===== src/rtl/demux_dispatch4.sv =====
// rtl/demux_dispatch4.sv - single-entry demultiplexer dispatching one upstream stream to four channels
// Round-robin over enabled channels or fixed-channel routing, one holding register, dispatch counter.

module demux_dispatch4 #(
    parameter int WIDTH = 8
) (
    input  logic             clk,
    input  logic             rst,
    input  logic [WIDTH-1:0] in_data,
    input  logic             in_valid,
    output logic             in_ready,
    input  logic             mode,
    input  logic [1:0]       cfg_sel,
    input  logic [3:0]       en_mask,
    output logic [WIDTH-1:0] out_data,
    output logic [3:0]       out_valid,
    input  logic [3:0]       out_ready,
    output logic [1:0]       sel,
    output logic [7:0]       disp_cnt
);

    typedef enum logic {
        EMPTY = 1'b0,
        FULL  = 1'b1
    } state_t;

    state_t           state;
    state_t           state_nxt;
    logic [WIDTH-1:0] hold_data;
    logic             hold_fixed;
    logic [1:0]       ptr;
    logic [1:0]       ptr_nxt;
    logic [1:0]       tgt;
    logic [1:0]       cand;
    logic             rr_found;
    logic             dispatch;
    logic             accept;

    always_ff @(posedge clk or posedge rst) begin
        if (rst) begin
            state <= EMPTY;
        end else begin
            state <= state_nxt;
        end
    end

    always_comb begin
        state_nxt = state;
        dispatch  = (state == FULL) && out_ready[sel];
        in_ready  = (state == EMPTY) || out_ready[sel];
        if (!mode && (en_mask == 4'b0000)) begin
            in_ready = 1'b0;
        end
        accept = in_valid && in_ready;

        // A same-cycle refill searches from the pointer as already advanced by this dispatch.
        ptr_nxt = (dispatch && !hold_fixed) ? sel + 2'd1 : ptr;

        tgt      = ptr_nxt;
        cand     = ptr_nxt;
        rr_found = 1'b0;
        for (int i = 0; i < 4; i++) begin
            cand = ptr_nxt + 2'(i);
            if (!rr_found && en_mask[cand]) begin
                tgt      = cand;
                rr_found = 1'b1;
            end
        end
        if (mode) begin
            tgt = cfg_sel;
        end

        case (state)
            EMPTY:   if (accept) state_nxt = FULL;
            FULL:    if (dispatch && !accept) state_nxt = EMPTY;
            default: state_nxt = EMPTY;
        endcase

        out_valid = (state == FULL) ? (4'b0001 << sel) : 4'b0000;
    end

    always_ff @(posedge clk or posedge rst) begin
        if (rst) begin
            hold_data  <= '0;
            hold_fixed <= 1'b0;
            sel        <= 2'd0;
            ptr        <= 2'd0;
            disp_cnt   <= 8'd0;
        end else begin
            ptr <= ptr_nxt;
            if (dispatch) begin
                disp_cnt <= disp_cnt + 8'd1;
            end
            if (accept) begin
                hold_data  <= in_data;
                hold_fixed <= mode;
                sel        <= tgt;
            end
        end
    end

    assign out_data = hold_data;

endmodule


===== config.mk =====
export PLATFORM = sky130hd
export DESIGN_NAME = demux_dispatch4
export DESIGN_NICKNAME = d
export VERILOG_FILES = /design/src/rtl/demux_dispatch4.sv
export SDC_FILE = /design/constraint.sdc
export NUM_CORES = 1
export LEC_CHECK = 0
export ABC_AREA = 0
export CORE_MARGIN = 5
export CORE_UTILIZATION = 45
export CTS_CLUSTER_DIAMETER = 40
export DETAILED_ROUTE_END_ITERATION = 10
export GPL_ROUTABILITY_DRIVEN = 0
export PLACE_DENSITY = 0.8
export REMOVE_ABC_BUFFERS = 1
export SETUP_SLACK_MARGIN = 0.02
export SLEW_MARGIN = 15
export SYNTH_ARGS = -nofsm -noshare
export SYNTH_HDL_FRONTEND = slang
export SYNTH_SLANG_ARGS = --single-unit

===== constraint.sdc =====
create_clock -name clk -period 3.5 [get_ports clk]
set_input_delay 1.05 -clock clk [delete_from_list [all_inputs] [get_ports clk]]
set_output_delay 1.05 -clock clk [all_outputs]
set_load 0.02 [all_outputs]

Yosys cells after proc, flatten, opt, wreduce, memory -nomap -nowiden
Cells that the tools add are included.

storage, ports and cells
  register bits after elaboration = 22
  bits in latches = 0
  memory bits (writable) = 0
  ROM bits = 0
  input bits = 22
  output and inout port bits = 23
  memories = 0

operators by class
  add/subtract/negate cells = 5
  $mul = 0
  div/mod/pow operators = 0
  magnitude comparators = 5
  equal/unequal tests = 0
  shift operators = 1
  multiplexer cells = 23
  bitwise operators = 1
  reduce and logical (&&, ||, !) cells = 16

operator list
  cell                 number
  $lt 2x3->1 const B   5
  $mux 1               11
  $bmux 1 s2           5
  $mux 2               5
  $add 8x1->8 const B  1
  $logic_and 1x1->1    8
  $logic_not 1->1      6
  $add 2x1->2 const B  2
  $add 2x2->2 const B  2
  $logic_not 4->1      1
  $mux 4               1
  $shl 1x2->4 const A  1
  $pmux 1 s2           1
  $logic_or 1x1->1     1
  $not 1->1            1

Longest topological paths before layout
  depth after elaboration = 18
  gate-level depth with buffers = 8
  gate-level depth less buffers = 7

Least setup slack after synthesis
Ideal clock, no wire load.

  kind = input to output
  start = in out_ready[2]
  end = out in_ready
  arrival time = 1.729 ns
  required time = 2.450 ns
  path slack = 0.721 ns
  stages = 3
  buffers on the path = 0
  path through = mux2_4 -> o22ai_1 -> nor2_1

on the way
  longest elaborated chain between the ends = 4

RTL lines
  item                          RTL line  RTL
  start, declared               17        input logic [3:0] out_ready,
  $bmux 1 s2                    50        in_ready = (state == EMPTY) || out_ready[sel];
  $mux 1 (implied by the code)  50
  $logic_or 1x1->1              50
  $mux 1                        51        if (!mode && (en_mask == 4'b0000)) begin
  end, declared                 11        output logic in_ready,

No other way between the ends. The select of a mux whose other input is x is not followed.

Worst setup path in the final report
  start = in out_ready[0]
  end = out in_ready

The elaborated chain is that of the path after synthesis.

==> flow_metrics.tcl <==
set metrics [dict create \
    status "finished, final reports clean" \
    worst-path-max-fanout 4 \
    dp_hpwl_mm 2.41 \
    drv_cap 0 \
    antenna_found_initial 0 \
    min_to "disp_cnt[7]$_DFFE_PP0N_" \
    cts-root-buf "clkbuf_4" \
    coreArea_mm2 0.00271 \
    clk_latency_ns 0.31 \
    hold_viol_final 0 \
    nets 195 \
    slew_headroom_pct 47.0 \
    cts-resized-gates 2 \
    yosys-top-cells-count "dfrtp_1 (22), mux2_2 (9), inv_1 (7)" \
    gr-total-overflow 0 \
    die_area_mm2 0.00396 \
    drc 0 \
    viasPerCell 5.48 \
    timing.final.crit_share_pct 94.9 \
    p_per_area_mw_per_mm2 827 \
    ir_worst_vdd_mv 0.749 \
    final_max_slew_viol_count 0 \
    fmax_mhz 301 \
    worstHoldPathCells 1 \
    synthTopCellsByArea "dfrtp_1 (44%), mux2_2 (8.0%), ha_1 (5.0%), xnor2_1 (4.2%), mux2i_1 (4.0%)" \
    numPlacedInstances 194 \
    p_leak_nw 0.793 \
    rows 19 \
    yosysWarningCount 0 \
    max_stage_delay_ns 0.43 \
    synth_edf_count 0 \
    cts_setup_buffers 0 \
    ant_nets 0 \
    die_y_um 62.9 \
    cts_tree "built" \
    async_flop_share_pct 100 \
    cts_max_level 1 \
    crit_type "primary input to output port" \
    path_cells "clkdlybuf4s50_1, mux2_4, o22ai_1, buf_4, nor2_1, clkbuf_2" \
    cp-end-kind "output port" \
    tightest_slew_ns 0.795 \
    worstRegToRegCells 6 \
    synth_ff_type "dfrtp_1" \
    ioPinCount 45 \
    finClkSkew_ns 0.00788 \
    ff2ff_setup_slack_ns 1.27 \
    worstHoldPathType "flop to flop" \
    area_growth_pct 43.7 \
    cp.arrival_ns 2.27 \
    regToRegEndpoint "sel[0]$_DFFE_PP0P_" \
    place.port_buffers 44 \
    dr.pass1.iters 4 \
    synthesis.instances 113 \
    chipWidth_um 62.9 \
    final-setup-viol-count 0 \
    ys_ff_latch 22 \
    synth.most_common_cell "dfrtp_1" \
    dr_total_vias 1085 \
    synth_area_mm2 0.00126 \
    drtIter0Drc 41 \
    path_clk_slew_ns 0.12 \
    fin_util_pct 66.9 \
    r2r-start "sel[0]$_DFFE_PP0P_" \
    worstHoldStart "disp_cnt[7]$_DFFE_PP0N_" \
    cp_slowest_cell "clkdlybuf4s50_1" \
    synth_top_area_share_pct 43.7 \
    cts_sinks 22 \
    avgSynthCellArea_um2 11.2 \
    grt.total_usage_pct 15.7 \
    grt_max_degree 23 \
    grt_pass1_vias 1097 \
    n_antenna_cell 0 \
    clk_path_buf_depth 2 \
    drive_gt1_share_pct 17.4 \
    numCtsBuffers 3 \
    synth_cell_type_count 39 \
    drt_wl_total_mm 2.97 \
    ys_seq_area_share_pct 43.7 \
    yosysTopAreaCell "dfrtp_1" \
    start_util_pct 46.5 \
    routedWlPerCell_um 15.0 \
    min_period_ns 3.32 \
    postCtsHoldBufs 0 \
    critPathRequiredTime_ns 2.45 \
    worstSetupStartpointType "primary input" \
    rsz0062_at_grt "no" \
    grt_pass1_wl_mm 5.16 \
    stdcell_count 198 \
]
==> cell families after synthesis <==
kind of cell | Yosys count | share of synthesized area (%)
AND/OR/NAND/NOR | 31 | 14.0
AO/OA/AOI/OAI | 20 | 12.7
buffers and inverters | 12 | 5.46
flip-flops | 22 | 43.7
adder cells (fa/ha/maj) | 5 | 4.96
multiplexers | 16 | 14.4
XOR/XNOR | 7 | 4.86
==> layout make-up <==
class	count	area [um2]
Multi-Input combinational cell	79	642
Fill cell	220	898
Inverter	7	26.3
Clock buffer	4	36.3
Tap cell	31	38.8
Sequential cell	22	551
Timing Repair Buffer	55	518
==> sequential cells by signal (all words and copies together) (netlist names) <==
name / count
sel: 2
disp_cnt: 8
ptr: 2
hold_fixed: 1
out_data: 8
state: 1
==> layer usage <==
metal  GRT usage, %  vias up  share of wire [%]  routed length [um]
li1               -      524                  -                   -
met3           4.32        2                4.4                 132
met1           19.0      536                 40                1190
met4           1.06        0               0.30                   9
met5              0        -                  0                   0
met2           28.5       23                 55                1650
==> layout by cell type, fill, tap and decap left out, types with 2 or more instances in the layout <==
cell	instances
nand4_1	4
clkbuf_4	3
or2_2	2
a221oi_1	2
nor2_1	4
buf_4	11
mux2_2	9
dfrtp_1	22
clkdlybuf4s50_1	43
a21boi_0	2
and3_1	2
inv_1	7
and2_1	4
ha_1	5
nand2b_1	3
nand2_1	6
mux2i_1	5
o22ai_1	3
xnor2_1	6
o311ai_0	2
mux2_4	2
==> worst max-delay path, delay by kind of cell <==
kind / cells / cell delay, ns
buffers and inverters: 3 / 0.74
multiplexers: 1 / 0.29
AO/OA/AOI/OAI: 1 / 0.14
AND/OR/NAND/NOR: 1 / 0.05
==> metrics by stage <==
step / total power, mW / hold WS, ns / setup WS (ns) / TNS [ns] / cell area (um2)
6_report: 1.50 / 0.486 / 0.178 / 0 / 1810
5_1_grt: 1.61 / 0.513 / 0.105 / 0 / 1810
4_1_cts: 1.52 / 0.489 / 0.0385 / 0 / 1820
3_5_place_dp: 1.38 / 0.468 / -0.194 / -0.194 / 1780
3_3_place_gp: 1.35 / 0.456 / -0.186 / -0.186 / 1780
2_1_floorplan: 0.985 / 0.497 / 0.721 / 0 / 1220
==> power by group <==
group          switching [mW]  internal (mW)  leakage (nW)
registers               0.126          0.367         0.265
logic                   0.414          0.453         0.507
clock network          0.0758         0.0635        0.0210
total                   0.616          0.884         0.793
==> worst max-delay path by stage <==
stage	endpoint	start	slack (ns)	depth (start not counted)
5_1_grt	in_ready	out_ready[0]	0.11	6
3_3_place_gp	in_ready	out_ready[2]	-0.19	6
2_1_floorplan	in_ready	out_ready[2]	0.72	3
6_report	in_ready	out_ready[0]	0.18	6
4_1_cts	in_ready	out_ready[0]	0.04	6
3_5_place_dp	in_ready	out_ready[0]	-0.19	6
No activity file was read; power rests on OpenSTA's default activity.
